==> config.mk <==
export PLATFORM = sky130hd
export DESIGN_NAME = seg7_capture
export DESIGN_NICKNAME = d
export VERILOG_FILES = /design/src/rtl/seg7_capture.sv
export SDC_FILE = /design/constraint.sdc
export NUM_CORES = 1
export LEC_CHECK = 0
export BUFFER_PORTS_ARGS = -buffer_cell sky130_fd_sc_hd__buf_2
export CAP_MARGIN = 0
export CORE_MARGIN = 5
export CORE_UTILIZATION = 50
export CTS_BUF_LIST = sky130_fd_sc_hd__clkbuf_16
export DETAILED_ROUTE_END_ITERATION = 8
export GPL_TIMING_DRIVEN = 0
export PLACE_DENSITY = 0.72
export SYNTH_ARGS = -nofsm -noshare
export SYNTH_HDL_FRONTEND = slang
export SYNTH_SLANG_ARGS = --single-unit
==> constraint.sdc <==
create_clock -name clk -period 2.5 [get_ports clk]
set_input_delay 0.5 -clock clk [delete_from_list [all_inputs] [get_ports clk]]
set_output_delay 0.5 -clock clk [all_outputs]
set_load 0.005 [all_outputs]
==> src/rtl/seg7_capture.sv <==
// Two-digit seven-segment snooper: debounces each strobed digit, decodes it to BCD
// and publishes the low/high pair. SEG7_CAPTURE_ACTIVE_LOW_EN inverts seg_in first.
module seg7_capture #(
  parameter int STABLE_CNT = 4
) (
  input  logic       clk,
  input  logic       rst_n,
  input  logic [6:0] seg_in,
  input  logic [1:0] dig_sel,
  input  logic       clear,
  output logic [3:0] bcd_hi,
  output logic [3:0] bcd_lo,
  output logic       valid,
  output logic       err,
  output logic [7:0] led
);
  typedef enum logic [1:0] {CAP_LO, CAP_HI, PUB} state_t;

  localparam logic [3:0] SC = 4'(STABLE_CNT);

  state_t     state, state_n;
  logic [6:0] seg_v, seg_q;
  logic [1:0] sel_q, exp_sel;
  logic [3:0] cnt, cnt_n, cnt_inc, hold_lo, hold_hi, dig;
  logic       match, illegal, commit, lo_ld, hi_ld, pub, err_set;

`ifdef SEG7_CAPTURE_ACTIVE_LOW_EN
  assign seg_v = ~seg_in;
`else
  assign seg_v = seg_in;
`endif

  function automatic logic [3:0] decode(input logic [6:0] s);
    case (s)
      7'b0111111: decode = 4'd0;
      7'b0000110: decode = 4'd1;
      7'b1011011: decode = 4'd2;
      7'b1001111: decode = 4'd3;
      7'b1100110: decode = 4'd4;
      7'b1101101: decode = 4'd5;
      7'b1111101: decode = 4'd6;
      7'b0000111: decode = 4'd7;
      7'b1111111: decode = 4'd8;
      7'b1100111: decode = 4'd9;
      default:    decode = 4'hF;
    endcase
  endfunction

  assign dig     = decode(seg_v);
  assign exp_sel = (state == CAP_LO) ? 2'b01 : (state == CAP_HI) ? 2'b10 : 2'b00;
  assign match   = (state != PUB) && (dig_sel == exp_sel);
  assign illegal = (dig_sel == 2'b11);

  // A run restarts whenever the pattern changes or the strobe has just arrived.
  always_comb begin
    cnt_inc = 4'd0;
    if (match) begin
      if (seg_v != seg_q || sel_q != dig_sel) cnt_inc = 4'd1;
      else if (cnt == SC)                     cnt_inc = cnt;
      else                                    cnt_inc = cnt + 4'd1;
    end
  end

  assign commit = match && (cnt_inc == SC);

  always_comb begin
    state_n = state;
    cnt_n   = cnt_inc;
    lo_ld   = 1'b0;
    hi_ld   = 1'b0;
    pub     = 1'b0;
    err_set = illegal;
    if (!illegal) begin
      case (state)
        CAP_LO: if (commit) begin lo_ld = 1'b1; cnt_n = 4'd0; state_n = CAP_HI; end
        CAP_HI: if (commit) begin hi_ld = 1'b1; cnt_n = 4'd0; state_n = PUB; end
        PUB:    begin pub = 1'b1; state_n = CAP_LO; end
        default: state_n = CAP_LO;
      endcase
      if (commit && dig == 4'hF) err_set = 1'b1;
    end
    if (clear) begin
      state_n = CAP_LO;
      cnt_n   = 4'd0;
      lo_ld   = 1'b0;
      hi_ld   = 1'b0;
      pub     = 1'b0;
      err_set = 1'b0;
    end
  end

  always_ff @(posedge clk or negedge rst_n) begin
    if (!rst_n) begin
      state   <= CAP_LO;
      cnt     <= 4'd0;
      seg_q   <= 7'd0;
      sel_q   <= 2'd0;
      hold_lo <= 4'd0;
      hold_hi <= 4'd0;
      bcd_lo  <= 4'd0;
      bcd_hi  <= 4'd0;
      valid   <= 1'b0;
      err     <= 1'b0;
    end else begin
      state <= state_n;
      cnt   <= cnt_n;
      seg_q <= seg_v;
      sel_q <= dig_sel;
      if (lo_ld) hold_lo <= dig;
      if (hi_ld) hold_hi <= dig;
      if (pub) begin
        bcd_lo <= hold_lo;
        bcd_hi <= hold_hi;
      end
      valid <= pub;
      err   <= clear ? 1'b0 : (err | err_set);
    end
  end

  assign led = {bcd_hi, bcd_lo};
endmodule

==> results.py, run 1 <==
metrics = {
    "die": {
        "die_w_um": 69.1,
        "die_h_um": 69.1,
        "rows": 21,
        "dieArea_mm2": 0.00478,
        "num_io_pins": 30,
        "initial_core_util_pct": 51.9,
        "core-area_mm2": 0.00336,
    },
    "worst_setup_path": {
        "max_stage_delay_ns": 0.53,
        "cp-startpoint": "cnt[0]$_DFF_PN0_",
        "worst-setup-path-type": "flip-flop to flip-flop",
        "cpMaxStageDelayCell": "or4b_1",
        "cp.arrival_ns": 2.51,
        "cp-start-kind": "flip-flop",
        "crit_buf_inv": 2,
        "crit_fanout": 7,
        "cp-end-kind": "flip-flop",
        "crit_path_cell_trace": "inv_1, ha_1, or4b_1, o21ai_0, a31oi_2, nor3_4, buf_4, mux2i_1",
        "reg2regPathDepth": 8,
        "cpLargestDelayFamily": "simple AND/OR/NAND/NOR gates",
        "crit_cells": 8,
        "cp-endpoint": "hold_hi[3]$_DFFE_PN0P_",
        "regToRegEndpoint": "hold_hi[3]$_DFFE_PN0P_",
        "regToRegSetupSlack_ns": 0.19,
        "timing.rr.start": "cnt[0]$_DFF_PN0_",
        "critical_path_required_ns": 2.69,
    },
    "clocking": {
        "clk_pin_slew_worst_paths_ns": 0.05,
        "htree_levels": 2,
        "cts_tree": "built",
        "cts_sinks": 33,
        "cts_root_buf": "clkbuf_16",
        "cts_hold_buf": 0,
        "clk_latency_ns": 0.27,
        "numCtsBuffers": 5,
        "clk_path_buf_depth": 2,
    },
    "grt": {
        "grt_usage_pct": 16.3,
        "antenna_found_initial": 0,
        "grt_max_degree": 34,
        "grt_pass1_vias": 1437,
        "grt_pass1_wl_um": 6240,
        "overflow": 0,
    },
    "placed_design": {
        "place_area_mm2": 0.00195,
        "dp_hpwl_um": 2620,
        "io_buffer_count": 29,
        "gp_congestion": 0.868,
        "place_ws_ns": -0.102,
    },
    "route": {
        "wirelength_um": 3470,
        "drt-initial-drc-count": 37,
        "wl_per_cell_um": 13.3,
        "vias": 1341,
        "drcViolationCount": 0,
        "postRouteAntennaNets": 0,
        "vias_per_cell": 5.16,
        "firstDrtPassIters": 4,
    },
    "logic_synthesis": {
        "synth_warnings": 0,
        "yosys-top-cells-area": "dfrtp_1, xnor2_1, mux2i_1",
        "synth_top_area_share_pct": 47.3,
        "synth.most_common_cell": "dfrtp_1",
        "yosys-top-cells-count": "dfrtp_1, inv_1, nand2_1, xnor2_1, o21ai_0",
        "post_synth.cell_area_avg_um2": 9.98,
        "ys_seq_area_share_pct": 47.3,
        "synth_nets": 189,
        "synth_seq_cells": 33,
        "yosysTopAreaCell": "dfrtp_1",
        "synth_ff_type": "dfrtp_1",
        "synth_edf_count": 0,
        "ys_async_sr_fraction_pct": 100,
        "synth_cell_types": 44,
        "synthCells": 175,
        "syn-cell-area_mm2": 0.00175,
    },
    "pwr": {
        "ir_drop_v": 0.000419,
        "p_seq_share_pct": 45.1,
        "pwr_density_cell_mw_per_mm2": 577,
        "clock_power_share_pct": 47.3,
        "p_leak_uw": 0.00101,
        "comb_power_share_pct": 7.6,
        "switching_power_uw": 276,
        "p_total_uw": 1220,
        "internal_power_uw": 944,
        "switching_share_pct": 22.6,
    },
    "timing": {
        "min_period_ns": 2.31,
        "finClkSkew_ns": 0.00279,
        "fin_tns_setup_ns": 0,
        "fin_crit_sh_pct": 92.6,
        "fmax_mhz": 432,
        "finalSetupViolations": 0,
        "worstMarginPinSlew_ns": 0.712,
        "finalHoldViolCount": 0,
        "relSlewSlack_pct": 52.5,
        "slew_violations": 0,
        "rsz0062_at_grt": "no",
        "worst_slack_ns": 0.186,
    },
    "flow_run": {
        "max_cap_viol_count": 0,
    },
    "final_layout": {
        "layout-drive-gt1-share_pct": 28.5,
        "antenna-diode-count": 0,
        "nets": 227,
        "finalInstanceArea_mm2": 0.00211,
        "synthToLayoutAreaGrowth_pct": 21.1,
    },
    "min_path": {
        "hold_class": "input port to async pin",
    },
    "status": {
        "status": "complete, no violations",
    },
}
logic make-up (layout without fill, tap and decap cells):
kind of cell | after synthesis | in the layout | synth area share [%]
muxes | 10 | 10 | 6.23
xor gates and xnor gates | 14 | 14 | 7.02
buffers and inverters | 31 | 70 | 8.60
and+or+nand+nor | 57 | 57 | 19.6
DFF | 33 | 33 | 47.3
adders and majority gates | 2 | 2 | 1.43
AOI/OAI and AO/OA | 28 | 28 | 9.81
flip-flops by register name (all words and copies together) (netlist names):
register  count
sel_q         2
state         2
seg_q         7
hold_lo       4
valid         1
hold_hi       4
err           1
bcd_hi        4
bcd_lo        4
cnt           4
per-stage QoR:
step                instances  util (%)  hold slack [ns]
detailed placement        250      58.0            0.500
floorplan                 175         -            0.204
global placement          250      58.0            0.486
CTS                       260      62.6            0.305
global route              260      62.9            0.330
finish                    260      62.9            0.277
cell type report:
type | instances | area [um^2]
Clock inverter | 3 | 17.5
Clock buffer | 5 | 125
Tap cell | 46 | 57.6
Fill cell | 303 | 1250
Inverter | 15 | 56.3
Multi-Input combinational cell | 111 | 777
Sequential cell | 33 | 827
Timing Repair Buffer | 31 | 160
Buffer | 16 | 93.8
worst register-to-register path: stages (launching register included):
cell,delay (ns)
dfrtp_2,0.43
inv_1,0.07
ha_1,0.24
or4b_1,0.53
o21ai_0,0.12
a31oi_2,0.25
nor3_4,0.25
buf_4,0.18
mux2i_1,0.19
layer usage:
layer	wire length, um	share of wire (%)	vias to the layer above	track usage (%)
met5	0	0	-	0
met4	57	1.6	0	7.38
met3	166	4.8	7	5.52
met2	1810	52	32	28.1
met1	1440	41	628	17.9
li1	-	-	674	-
cells in the final DEF, fill, tap and decap left out, types with 6 or more instances in the layout:
cell	count
o21ai_0	9
xnor2_1	10
nand3_1	8
dfrtp_1	32
nor2_1	7
nand2_1	13
buf_4	10
buf_2	32
mux2i_1	6
a21oi_1	7
inv_1	15
power by group through the flow:
| stage | registers (uW) | clock network (uW) | logic [uW] |
|---|---|---|---|
| after global routing | 550 | 627 | 106 |
| final | 550 | 577 | 92.7 |
| after detailed placement | 558 | 0 | 93.8 |
| after CTS | 549 | 592 | 94.3 |
| after floorplan | 557 | 0 | 56.9 |
| after global placement | 558 | 0 | 89.7 |
how the worst min path moves through the flow:
stage | start | end | cells past startpoint
floorplan | rst_n | bcd_hi[0]$_DFFE_PN0P_ | 0
global placement | bcd_hi[3]$_DFFE_PN0P_ | bcd_hi[3]$_DFFE_PN0P_ | 2
detailed placement | bcd_hi[3]$_DFFE_PN0P_ | bcd_hi[3]$_DFFE_PN0P_ | 2
CTS | rst_n | seg_q[0]$_DFF_PN0_ | 1
global route | seg_in[6] | seg_q[6]$_DFF_PN0_ | 1
finish | rst_n | state[1]$_DFFE_PN0P_ | 1
repair_timing:
action                                  CTS  global route
resized for setup                         0             2
setup buffers                             2             0
pin swaps                                 2             0
endpoints found under the setup margin    2             8
No activity file was read; power rests on OpenSTA's default activity.
==> run 2: changes to the inputs <==
--- a/config.mk
+++ b/config.mk
@@ -5,7 +5,7 @@
 export SDC_FILE = /design/constraint.sdc
 export NUM_CORES = 1
 export LEC_CHECK = 0
-export BUFFER_PORTS_ARGS = -buffer_cell sky130_fd_sc_hd__buf_2
+export BUFFER_PORTS_ARGS = -buffer_cell sky130_fd_sc_hd__buf_4
 export CAP_MARGIN = 0
 export CORE_MARGIN = 5
 export CORE_UTILIZATION = 50
==> run 2 against run 1 <==
Final area increased by 3.7%. Maximum frequency grew 0.55%. Register-to-register slack about the same. Clock skew is essentially flat. Largest power group unchanged. Highest routed layer unchanged.
==> results.py, run 2 (synthesis results as in run 1) <==
metrics = {
    "timing": {
        "fmax_mhz": 434,
        "finClkSkew_ns": 0.00261,
        "fin_crit_sh_pct": 92.1,
        "worstMarginPinSlew_ns": 0.446,
        "rsz0062_at_grt": "no",
        "relSlewSlack_pct": 70.2,
        "finalHoldViolCount": 0,
        "finalSetupViolations": 0,
        "fin_tns_setup_ns": 0,
        "min_period_ns": 2.30,
        "worst_slack_ns": 0.198,
        "slew_violations": 0,
    },
    "die": {
        "initial_core_util_pct": 51.9,
        "die_h_um": 69.1,
        "die_w_um": 69.1,
        "core-area_mm2": 0.00336,
        "num_io_pins": 30,
        "rows": 21,
        "dieArea_mm2": 0.00478,
    },
    "placed_design": {
        "place_area_mm2": 0.00202,
        "place_ws_ns": -0.0986,
        "io_buffer_count": 29,
        "dp_hpwl_um": 2580,
        "dpl.cell_count": 250,
        "gp_congestion": 0.859,
    },
    "route": {
        "firstDrtPassIters": 4,
        "vias": 1371,
        "drt-initial-drc-count": 55,
        "wirelength_um": 3410,
        "wl_per_cell_um": 13.1,
        "vias_per_cell": 5.27,
        "drcViolationCount": 0,
        "postRouteAntennaNets": 0,
    },
    "grt": {
        "grt_pass1_vias": 1387,
        "antenna_found_initial": 0,
        "grt_max_degree": 34,
        "grt_usage_pct": 15.8,
        "grt_pass1_wl_um": 6110,
        "overflow": 0,
    },
    "min_path": {
        "hold_class": "input port to async pin",
    },
    "clocking": {
        "cts_hold_buf": 0,
        "clk_latency_ns": 0.27,
        "clk_path_buf_depth": 2,
        "cts_root_buf": "clkbuf_16",
        "cts_tree": "built",
        "htree_levels": 2,
        "clk_pin_slew_worst_paths_ns": 0.05,
        "numCtsBuffers": 5,
        "cts_sinks": 33,
    },
    "final_layout": {
        "final_common_cell": "buf_4",
        "nets": 228,
        "instances_no_fill": 260,
        "finalInstanceArea_mm2": 0.00219,
        "largest_reg_flops": 7,
        "antenna-diode-count": 0,
        "top_register": "seg_q",
        "layout-drive-gt1-share_pct": 27.6,
        "synthToLayoutAreaGrowth_pct": 25.6,
        "layout_common_cells": "buf_4, dfrtp_1, inv_1, nand2_1, xnor2_1",
    },
    "worst_setup_path": {
        "critical_path_required_ns": 2.69,
        "timing.rr.start": "cnt[0]$_DFF_PN0_",
        "crit_fanout": 7,
        "cp-end-kind": "flip-flop",
        "cpMaxStageDelayCell": "or4b_1",
        "max_stage_delay_ns": 0.53,
        "cp-start-kind": "flip-flop",
        "cp-startpoint": "cnt[0]$_DFF_PN0_",
        "cpLargestDelayFamily": "simple AND/OR/NAND/NOR gates",
        "worst-setup-path-type": "flip-flop to flip-flop",
        "crit_buf_inv": 2,
        "cp.arrival_ns": 2.49,
        "crit_path_cell_trace": "inv_1, ha_1, or4b_1, o21ai_0, a31oi_4, nor3_4, buf_4, mux2i_1",
    },
    "pwr": {
        "ir_drop_v": 0.000468,
        "p_leak_uw": 0.00102,
        "pwr_density_cell_mw_per_mm2": 549,
    },
    "status": {
        "status": "complete, no violations",
    },
    "flow_run": {
        "max_cap_viol_count": 0,
    },
}
## run 2: changes by cell type in the layout (fill, tap and decap cells not counted), sizes merged
cell and change:
buf +1, clkinvlp -1, clkinv -1, inv +1
## run 2: area by class of cell
cell class	instances	area (um^2)
Timing Repair Buffer	32	240
Clock inverter	2	7.51
Sequential cell	33	827
Clock buffer	5	125
Buffer	16	93.8
Inverter	15	56.3
Multi-Input combinational cell	111	786
Fill cell	295	1170
Tap cell	46	57.6
## run 2: timing repair
| item | 4_1_cts | 5_1_grt |
|---|---|---|
| pin swaps | 2 | 0 |
| setup endpoints to repair | 2 | 9 |
| endpoints found under the hold margin | 0 | 0 |
| buffers inserted | 3 | 0 |
| resized for setup | 0 | 3 |
## run 2: power by group
group / switching, uW / internal (uW)
logic: 57.3 / 41.3
clock network: 199 / 355
registers: 5.66 / 544
## run 2: worst paths after layout
check	to	slack (ns)	cells after the start
worst max-delay path	hold_hi[3]$_DFFE_PN0P_	0.20	8
worst min register to register	hold_hi[2]$_DFFE_PN0P_	0.52	2
min in group clk	seg_q[5]$_DFF_PN0_	0.34	1
max in group asynchronous	cnt[0]$_DFF_PN0_	2.02	1
worst max register to register	hold_hi[3]$_DFFE_PN0P_	0.20	8
worst min-delay path	seg_q[5]$_DFF_PN0_	0.15	1
## run 2: per-stage QoR
step / utilization [%] / hold slack (ns) / total power [uW]
4_1_cts: 64.7 / 0.177 / 1210
3_3_place_gp: 60.1 / 0.461 / 653
3_5_place_dp: 60.1 / 0.465 / 658
5_1_grt: 65.2 / 0.199 / 1250
2_1_floorplan: - / 0.204 / 614
6_report: 65.2 / 0.155 / 1200
## run 2: per-layer routing
| metal | GRT usage [%] | vias to the layer above | share of wire [%] |
|---|---|---|---|
| met4 | 6.29 | 0 | 1.5 |
| met3 | 5.52 | 6 | 5.4 |
| met2 | 27.3 | 34 | 52 |
| li1 | - | 679 | - |
| met1 | 17.6 | 652 | 42 |
| met5 | 0 | - | 0 |
==> run 3: changes to the inputs <==
==> constraint.sdc (replaced) <==
create_clock -name clk -period 2.4 [get_ports clk]
set_input_delay 0.48 -clock clk [delete_from_list [all_inputs] [get_ports clk]]
set_output_delay 0.48 -clock clk [all_outputs]
set_load 0.005 [all_outputs]
==> run 3 against run 2 <==
Non-clock buffer count up 3. Utilization up 0.78 points. Combinational power up 8%. Routed wire length up 1.6%. Die area unchanged. Sequential cell count unchanged. Critical path type unchanged. Largest cell class unchanged. First-iteration DRC count down 5.5%.
==> results.py, run 3 (synthesis results as in run 1) <==
metrics = {
    "pwr": {
        "ir_drop_v": 0.000488,
        "clock_power_share_pct": 46.0,
        "internal_power_uw": 981,
        "p_leak_uw": 0.00104,
        "comb_power_share_pct": 8.4,
        "pwr_density_cell_mw_per_mm2": 566,
        "switching_share_pct": 21.9,
        "p_seq_share_pct": 45.6,
        "switching_power_uw": 274,
    },
    "flow_run": {
        "max_cap_viol_count": 0,
    },
    "worst_setup_path": {
        "crit_fanout": 6,
        "cp-end-kind": "flip-flop",
        "regToRegEndpoint": "hold_hi[3]$_DFFE_PN0P_",
        "cp-start-kind": "flip-flop",
        "cpLargestDelayFamily": "simple AND/OR/NAND/NOR gates",
        "crit_buf_inv": 2,
        "cp.arrival_ns": 2.38,
        "reg2regPathDepth": 8,
        "cp-endpoint": "hold_hi[3]$_DFFE_PN0P_",
        "cp-startpoint": "cnt[0]$_DFF_PN0_",
        "crit_cells": 8,
        "crit_path_cell_trace": "inv_1, ha_1, or4b_1, o21ai_2, a31oi_4, nor3_4, buf_4, mux2i_1",
        "critical_path_required_ns": 2.59,
        "worst-setup-path-type": "flip-flop to flip-flop",
        "cpMaxStageDelayCell": "or4b_1",
        "max_stage_delay_ns": 0.56,
        "regToRegSetupSlack_ns": 0.21,
        "timing.rr.start": "cnt[0]$_DFF_PN0_",
    },
    "grt": {
        "grt_pass1_wl_um": 6110,
        "antenna_found_initial": 0,
        "grt_usage_pct": 15.8,
        "overflow": 0,
        "grt_max_degree": 34,
        "grt_pass1_vias": 1387,
    },
    "clocking": {
        "htree_levels": 2,
        "clk_latency_ns": 0.27,
        "clk_path_buf_depth": 2,
        "clk_pin_slew_worst_paths_ns": 0.05,
        "cts_root_buf": "clkbuf_16",
        "cts_tree": "built",
        "cts_hold_buf": 0,
        "numCtsBuffers": 5,
        "cts_sinks": 33,
    },
    "timing": {
        "relSlewSlack_pct": 70.2,
        "worstMarginPinSlew_ns": 0.446,
        "worst_slack_ns": 0.206,
        "fin_crit_sh_pct": 91.4,
        "min_period_ns": 2.19,
        "finalHoldViolCount": 0,
        "fin_tns_setup_ns": 0,
        "fmax_mhz": 456,
        "finClkSkew_ns": 0.00257,
        "rsz0062_at_grt": "no",
        "finalSetupViolations": 0,
        "slew_violations": 0,
    },
    "final_layout": {
        "layout_common_cells": "buf_4, dfrtp_1, inv_1, nand2_1, xnor2_1",
        "nets": 231,
        "fillers": 288,
        "antenna-diode-count": 0,
        "instances_no_fill": 263,
        "largest_reg_flops": 7,
        "utilization_pct": 66.0,
        "top_register": "seg_q",
        "layout-drive-gt1-share_pct": 29.0,
        "final_common_cell": "buf_4",
        "synthToLayoutAreaGrowth_pct": 27.1,
    },
    "route": {
        "vias_per_cell": 5.30,
        "vias": 1393,
        "wirelength_um": 3460,
        "firstDrtPassIters": 4,
        "wl_per_cell_um": 13.2,
        "drcViolationCount": 0,
        "postRouteAntennaNets": 0,
        "drt-initial-drc-count": 52,
    },
    "placed_design": {
        "dp_hpwl_um": 2580,
        "io_buffer_count": 29,
        "gp_congestion": 0.859,
        "place_ws_ns": -0.199,
        "dpl.cell_count": 250,
    },
    "die": {
        "rows": 21,
        "num_io_pins": 30,
        "initial_core_util_pct": 51.9,
        "dieArea_mm2": 0.00478,
        "die_h_um": 69.1,
        "core-area_mm2": 0.00336,
        "die_w_um": 69.1,
    },
    "status": {
        "status": "complete, no violations",
    },
    "min_path": {
        "hold_class": "input port to async pin",
    },
}
==> run 3: worst min path at each step <==
| stage | from | endpoint | slack, ns | cells past startpoint |
|---|---|---|---|---|
| 2_1_floorplan | rst_n | bcd_hi[0]$_DFFE_PN0P_ | 0.18 | 0 |
| 3_3_place_gp | rst_n | seg_q[5]$_DFF_PN0_ | 0.44 | 1 |
| 3_5_place_dp | rst_n | seg_q[5]$_DFF_PN0_ | 0.44 | 1 |
| 4_1_cts | rst_n | seg_q[5]$_DFF_PN0_ | 0.16 | 1 |
| 5_1_grt | rst_n | seg_q[4]$_DFF_PN0_ | 0.18 | 1 |
| 6_report | rst_n | seg_q[5]$_DFF_PN0_ | 0.14 | 1 |
==> run 3: power groups by stage <==
| stage | Clock, uW | Sequential, uW | Combinational (uW) |
|---|---|---|---|
| after detailed placement | 0 | 582 | 103 |
| final | 578 | 572 | 106 |
| after floorplan | 0 | 581 | 59.3 |
| after CTS | 586 | 573 | 104 |
| after global routing | 614 | 573 | 118 |
| after global placement | 0 | 581 | 99.5 |
==> run 3: worst register-to-register path, stage by stage, from the launching register on <==
cell and delay, ns:
dfrtp_2 0.38, inv_1 0.05, ha_1 0.23, or4b_1 0.56, o21ai_2 0.11, a31oi_4 0.17
nor3_4 0.25, buf_4 0.17, mux2i_1 0.19
==> run 3: layout make-up <==
type                       count  area, um^2  area share (%)
clock inverter                 2        7.51           0.338
sequential                    33         827            37.3
multi-input combinational    111         790            35.6
tap                           46        57.6            2.59
clock buffer                   5         125            5.64
inverter                      15        56.3            2.54
buffer                        16        93.8            4.23
timing repair buffer          35         263            11.8
==> run 3: through the flow <==
stage                     cell area, um^2  total power (uW)  hold slack [ns]
final                                2220              1260            0.135
after global routing                 2220              1310            0.179
after CTS                            2180              1260            0.157
after detailed placement             2020               685            0.445
after global placement               2020               680            0.441
after floorplan                      1750               640            0.184
==> run 3: metal layers <==
| layer | share of wire (%) | track usage, % | wire [um] | up-vias |
|---|---|---|---|---|
| met5 | 0 | 0 | 0 | - |
| met4 | 1.5 | 6.29 | 51 | 0 |
| met3 | 5.3 | 5.52 | 182 | 6 |
| met2 | 52 | 27.3 | 1790 | 35 |
| met1 | 42 | 17.6 | 1440 | 667 |
| li1 | - | - | - | 685 |
==> run 3: what timing repair did <==
action	4_1_cts	5_1_grt
setup buffers	3	3
endpoints found under the setup margin	9	10
endpoints found under the hold margin	0	0
resized for setup	1	4
pin swaps	2	1
